--- src/rtl/uart_pkg.sv ---
// Shared UART definitions used by the receiver, the RX FIFO and the TX path.
package uart_pkg;
   localparam int UART_DBITS = 8;
   typedef logic [UART_DBITS-1:0] uart_byte_t;
endpackage

--- src/rtl/uart_rx_fifo_if.sv ---
// Receiver-to-host bundle for the UART RX FIFO: write strobe, read request,
// read data and status flags.
interface uart_rx_fifo_if
   import uart_pkg::*;
#(
   parameter int DBITS = UART_DBITS,
   parameter int DEPTH = 16
) ();
   localparam int AW = $clog2(DEPTH);

   logic             rx_done;
   logic [DBITS-1:0] rx_dout;
   logic             rd_en;
   logic             clr_overrun;
   logic [DBITS-1:0] rd_data;
   logic             rd_valid;
   logic             empty;
   logic             full;
   logic             almost_full;
   logic [AW:0]      count;
   logic             overrun;

   modport master (
      output rx_done, rx_dout, rd_en, clr_overrun,
      input  rd_data, rd_valid, empty, full,
      input  almost_full, count, overrun
   );

   modport slave (
      input  rx_done, rx_dout, rd_en, clr_overrun,
      output rd_data, rd_valid, empty, full,
      output almost_full, count, overrun
   );
endinterface

--- src/rtl/uart_fifo_mem.sv ---
// Simple dual-port storage array: synchronous write, asynchronous read.
module uart_fifo_mem
   import uart_pkg::*;
#(
   parameter int DBITS = UART_DBITS,
   parameter int DEPTH = 16,
   parameter int AW    = $clog2(DEPTH)
) (
   input  logic             clk,
   input  logic             we,
   input  logic [AW-1:0]    waddr,
   input  logic [DBITS-1:0] wdata,
   input  logic [AW-1:0]    raddr,
   output logic [DBITS-1:0] rdata
);
   logic [DBITS-1:0] mem [DEPTH];

   always_ff @(posedge clk) begin
      if (we) mem[waddr] <= wdata;
   end

   assign rdata = mem[raddr];
endmodule

--- src/rtl/uart_rx_fifo.sv ---
// Circular receive buffer behind the UART receiver with overrun tracking.
// Define UART_RX_FIFO_FWFT_EN for first-word-fall-through reads.
module uart_rx_fifo
   import uart_pkg::*;
#(
   parameter int DBITS    = UART_DBITS,
   parameter int DEPTH    = 16,
   parameter int AF_LEVEL = 12
) (
   input logic          clk,
   input logic          reset,
   uart_rx_fifo_if.slave bus
);
   localparam int AW = $clog2(DEPTH);

   logic [AW:0]      wr_ptr;
   logic [AW:0]      rd_ptr;
   logic [AW:0]      cnt;
   logic             empty;
   logic             full;
   logic             rd_ok;
   logic             wr_ok;
   logic             drop;
   logic [DBITS-1:0] mem_q;

   // Wrap bit distinguishes full from empty when the low bits match.
   assign cnt   = wr_ptr - rd_ptr;
   assign empty = (wr_ptr == rd_ptr);
   assign full  = (wr_ptr[AW-1:0] == rd_ptr[AW-1:0]) &&
                  (wr_ptr[AW] != rd_ptr[AW]);

   assign rd_ok = bus.rd_en && !empty;
   assign wr_ok = bus.rx_done && (!full || rd_ok);
   assign drop  = bus.rx_done && full && !rd_ok;

   uart_fifo_mem #(
      .DBITS (DBITS),
      .DEPTH (DEPTH),
      .AW    (AW)
   ) u_mem (
      .clk   (clk),
      .we    (wr_ok),
      .waddr (wr_ptr[AW-1:0]),
      .wdata (bus.rx_dout),
      .raddr (rd_ptr[AW-1:0]),
      .rdata (mem_q)
   );

   always_ff @(posedge clk or negedge reset) begin
      if (!reset) begin
         wr_ptr <= '0;
         rd_ptr <= '0;
      end else begin
         if (wr_ok) wr_ptr <= wr_ptr + 1'b1;
         if (rd_ok) rd_ptr <= rd_ptr + 1'b1;
      end
   end

   // A fresh drop beats a simultaneous clear.
   always_ff @(posedge clk or negedge reset) begin
      if (!reset) begin
         bus.overrun <= 1'b0;
      end else if (drop) begin
         bus.overrun <= 1'b1;
      end else if (bus.clr_overrun) begin
         bus.overrun <= 1'b0;
      end
   end

`ifdef UART_RX_FIFO_FWFT_EN
   assign bus.rd_data  = mem_q;
   assign bus.rd_valid = !empty;
`else
   always_ff @(posedge clk or negedge reset) begin
      if (!reset) begin
         bus.rd_data  <= '0;
         bus.rd_valid <= 1'b0;
      end else begin
         bus.rd_valid <= rd_ok;
         if (rd_ok) bus.rd_data <= mem_q;
      end
   end
`endif

   assign bus.empty       = empty;
   assign bus.full        = full;
   assign bus.count       = cnt;
   assign bus.almost_full = (cnt >= (AW+1)'(AF_LEVEL));
endmodule

--- src/flat_wrapper.sv ---
// flat-port wrapper written by rule: the top's interface ports become plain ports
module uart_rx_fifo_flat import uart_pkg::*;
#(
   parameter int DBITS    = UART_DBITS,
   parameter int DEPTH    = 16,
   parameter int AF_LEVEL = 12
)
  (clk, reset, bus_rx_done, bus_rx_dout, bus_rd_en, bus_clr_overrun, bus_rd_data, bus_rd_valid, bus_empty, bus_full, bus_almost_full, bus_count, bus_overrun);
  uart_rx_fifo_if #(.DBITS(DBITS), .DEPTH(DEPTH)) bus_i ();
  input logic clk;
  input logic reset;
  input wire logic [$bits(bus_i.rx_done)-1:0] bus_rx_done;
  input wire logic [$bits(bus_i.rx_dout)-1:0] bus_rx_dout;
  input wire logic [$bits(bus_i.rd_en)-1:0] bus_rd_en;
  input wire logic [$bits(bus_i.clr_overrun)-1:0] bus_clr_overrun;
  output wire logic [$bits(bus_i.rd_data)-1:0] bus_rd_data;
  output wire logic [$bits(bus_i.rd_valid)-1:0] bus_rd_valid;
  output wire logic [$bits(bus_i.empty)-1:0] bus_empty;
  output wire logic [$bits(bus_i.full)-1:0] bus_full;
  output wire logic [$bits(bus_i.almost_full)-1:0] bus_almost_full;
  output wire logic [$bits(bus_i.count)-1:0] bus_count;
  output wire logic [$bits(bus_i.overrun)-1:0] bus_overrun;
  assign bus_i.rx_done = bus_rx_done;
  assign bus_i.rx_dout = bus_rx_dout;
  assign bus_i.rd_en = bus_rd_en;
  assign bus_i.clr_overrun = bus_clr_overrun;
  assign bus_rd_data = bus_i.rd_data;
  assign bus_rd_valid = bus_i.rd_valid;
  assign bus_empty = bus_i.empty;
  assign bus_full = bus_i.full;
  assign bus_almost_full = bus_i.almost_full;
  assign bus_count = bus_i.count;
  assign bus_overrun = bus_i.overrun;
  uart_rx_fifo #(.DBITS(DBITS), .DEPTH(DEPTH), .AF_LEVEL(AF_LEVEL)) u_core (.clk(clk), .reset(reset), .bus(bus_i));
endmodule
--- config.mk ---
export PLATFORM = sky130hd
export DESIGN_NAME = uart_rx_fifo_flat
export DESIGN_NICKNAME = d
export VERILOG_FILES = /design/src/rtl/uart_pkg.sv /design/src/rtl/uart_rx_fifo_if.sv /design/src/rtl/uart_fifo_mem.sv /design/src/rtl/uart_rx_fifo.sv /design/src/flat_wrapper.sv
export SDC_FILE = /design/constraint.sdc
export NUM_CORES = 1
export LEC_CHECK = 0
export CELL_PAD_IN_SITES_DETAIL_PLACEMENT = 2
export CELL_PAD_IN_SITES_GLOBAL_PLACEMENT = 2
export CORE_MARGIN = 4
export CORE_UTILIZATION = 40
export CTS_CLUSTER_DIAMETER = 60
export CTS_CLUSTER_SIZE = 25
export DETAILED_ROUTE_END_ITERATION = 16
export PLACE_DENSITY = 0.8
export REMOVE_ABC_BUFFERS = 1
export SLEW_MARGIN = 40
export SYNTH_ARGS = -nofsm -noshare
export SYNTH_HDL_FRONTEND = slang
export SYNTH_SLANG_ARGS = --single-unit
--- constraint.sdc ---
create_clock -name clk -period 3.4 [get_ports clk]
set_clock_uncertainty 0.1 [all_clocks]
set_input_delay 0.85 -clock clk [delete_from_list [all_inputs] [get_ports clk]]
set_output_delay 0.85 -clock clk [all_outputs]
set_load 0.02 [all_outputs]
==> out/results.txt <==
Synth Flop Type = edfxtp_1
M2 GR Usage = 0.3330
Register bit total from synthesis = 148
Cell Int Power = 4.318 mW
PnR worst setup slack = 0.1042 ns
Die area = 17180 sq um
GRT met3 Usage = 0.04538
CTS tree = built
Power per Cell Area = 946.8 nW/um^2
Post-synth EDFFs = 128
Die extent in x = 131.1 microns
Status = completed
Post-route minimum period = 3.296 ns
Post-synth ARST share = 0.1351
Initial DRC Count = 263
CP top delay family = buffers and inverters
Switching pwr = 2.412 mW
Slowest CP cell = clkdlybuf4s50_1
Required @ worst endpoint = 2.45 ns
Share of total power in sequential cells = 0.357
CP startpoint kind = flip-flop
First-pass GRT wire length = 24050 microns
Cell Area, Synth = 6058 sq um
Clock latency at the later pin of the worst-skew pair = 0.43 ns
Final Instance Area = 7108 sq um
Maximum VDD drop = 0.3494 mV
Initial antenna violation count = 0
Logic pwr share = 0.377
Area growth syn-to-layout = 17.33%
Vias per Instance = 5.586
Max-Cap Viols = 0
Slew at the pin with the worst max-slew slack = 0.7685 ns
Share of post-route cells with drive strength above 1 = 0.1340
TritonCTS buffer count = 17
CTS H-Tree Depth = 4
Root buffer cell = clkbuf_16
Global Route Usage Sum = 0.2017
Grt total ovfl = 0
Setup WS pre-CTS = 0.05740 ns
CORE AREA = 14700 sq um
Crit path arrival time = 2.35 ns
Pre-antenna DRT Iters = 5
Worst Hold Class = flip-flop to flip-flop
IO Pins = 31
Vias in the first global route = 3797
Crit-path max FO = 7
Synth unique cells = 37
Static Leak = 2.516 nW
Largest net degree at the start of global routing = 32
Crit end category = output port
Crit-path cells = ha_1 > nand4_1 > nor2_1 > clkdlybuf4s50_1
Synthesis warning total = 0
Sw Ratio = 0.3584
Buf+Inv Stages, Crit Path = 1
Gr busiest metal = met2
Final Cycle Share = 0.9693
Final WL = 16030 microns
Site Rows = 44
Clk buf depth = 2
Slew Limit Headroom = 0.4866
Post-Synthesis Cells = 362
Seq/Total Area, Yosys = 0.7171
CTS clock-pin slew for the worst setup and hold paths = 0.06 ns
DR vias = 3363
Die Y = 131.1 microns
Final Max Slew Viols = 0
Starting Density = 0.4122
GP Congestion = 0.8075
Post-DRT Antenna Nets = 0
IO Port Bufs = 30
Post-DP Area = 6521 sq um
Fmax = 0.3034 GHz
Ant. Diodes = 0
Final setup fails = 0
Post-DR wirelength/cell = 26.63 microns
GRT met1 Usage = 0.2517
Post-DP HPWL = 10180 microns
Post-route DRC = 0
Slowest stage delay, CP = 0.62 ns
Sink Count = 148
WS Path Type = flip-flop to output port
Clock power frac = 0.266
Fin Hold WS = 0.4315 ns
Fin. Hold Viols = 0
Syn Area/Cell = 16.74 sq um
Fin nets = 428
[cell type report]
type / instances / area (sq um)
Multi-Input combinational cell: 186 / 1569
Clock inverter: 13 / 116.4
Clock buffer: 19 / 432.9
Fill cell: 1306 / 7591
Timing Repair Buffer: 41 / 374.1
Sequential cell: 148 / 4344
Inverter: 11 / 41.29
Tap cell: 184 / 230.2
[metrics by stage]
| stage | setup TNS, ns | instances | util | power [mW] |
|---|---|---|---|---|
| 4_1_cts | -0.02110 | 600 | 0.4821 | 6.771 |
| 5_1_grt | -0.03940 | 602 | 0.4836 | 7.071 |
| 3_5_place_dp | 0 | 567 | 0.4437 | 4.946 |
| 3_3_place_gp | 0 | 567 | 0.4437 | 4.760 |
| 2_1_floorplan | -0.2116 | 345 | - | 3.890 |
| 6_report | 0 | 602 | 0.4836 | 6.730 |
[timing repair]
| action | CTS | global route |
|---|---|---|
| pin swaps | 1 | 0 |
| endpoints found under the setup margin | 5 | 5 |
| setup buffers | 1 | 2 |
| cloned | 0 | 0 |
| resized for setup | 7 | 7 |
| hold buffers | 0 | 0 |
[tightest hold or removal path, cell delays in order (launching register included)]
cell and delay (ns):
dfrtp_1 0.38, inv_1 0.05, o21ai_0 0.06
[cell families (layout without fill, tap and decap cells)]
kind of cell / count (synthesis) / after routing / synth area share
xor gates and xnor gates: 12 / 12 / 0.01735
and+or+nand+nor: 57 / 57 / 0.05101
adders and majority gates: 10 / 10 / 0.02189
buffers and inverters: 28 / 84 / 0.02788
muxes: 56 / 56 / 0.1090
DFF: 148 / 148 / 0.7171
AOI/OAI and AO/OA: 51 / 51 / 0.05576
[layer usage]
layer	wire [microns]	vias up	part of all wire
met5	0	-	0
met4	447	0	0.028
met3	722	25	0.045
met2	8135	83	0.51
met1	6728	1773	0.42
li1	-	1482	-
[final timing paths]
path | startpoint | end | slack (ns) | cells after the start
max | u_core.wr_ptr[3] | bus_empty | 0.10 | 4
min | u_core.bus.overrun | u_core.bus.overrun | 0.43 | 2
max in group asynchronous | reset | u_core.wr_ptr[3] | 2.26 | 2
min in group asynchronous | reset | u_core.wr_ptr[2] | 0.68 | 2
max reg2reg | u_core.wr_ptr[3] | u_core.u_mem.mem[13][1] | 0.69 | 6
min reg2reg | u_core.bus.overrun | u_core.bus.overrun | 0.43 | 2
[synth_stat cells (4+ instances only)]
| master | count | area (sq um) |
|---|---|---|
| buf_2 | 6 | 30.03 |
| a221oi_1 | 8 | 70.07 |
| edfxtp_1 | 128 | 3844 |
| inv_1 | 11 | 41.29 |
| nand2_1 | 4 | 15.01 |
| buf_4 | 4 | 30.03 |
| o22ai_1 | 16 | 100.1 |
| and2_1 | 15 | 93.84 |
| a31oi_1 | 8 | 50.05 |
| mux2i_1 | 48 | 480.5 |
| o21ai_0 | 12 | 60.06 |
| mux4_2 | 8 | 180.2 |
| ha_1 | 9 | 112.6 |
| nor2_1 | 20 | 75.07 |
| buf_6 | 4 | 45.04 |
| dfrtp_1 | 20 | 500.5 |
| xnor2_1 | 9 | 78.83 |
[cell usage in the layout, fill, tap and decap left out, drive strengths merged, types with 11 or more instances in the layout]
| cell | n |
|---|---|
| o22ai | 16 |
| clkbuf | 21 |
| nor2 | 20 |
| mux2i | 48 |
| buf | 11 |
| and2 | 16 |
| inv | 11 |
| edfxtp | 128 |
| o21ai | 12 |
| dfrtp | 20 |
| clkdlybuf4s50 | 26 |
[sequential cells by signal, indices dropped and copies added, names as in the netlist]
name,count
u_core.u_mem.mem,128
u_core.rd_ptr,5
u_core.bus.rd_valid,1
u_core.wr_ptr,5
u_core.bus.rd_data,8
u_core.bus.overrun,1
[power groups by stage]
stage	Combinational, mW	Sequential [mW]	Clock (mW)
finish	2.53	2.41	1.79
CTS	2.54	2.41	1.83
global placement	2.36	2.40	0
floorplan	1.26	2.63	0
detailed placement	2.51	2.44	0
global route	2.73	2.43	1.91
No activity file was read; power rests on OpenSTA's default activity.
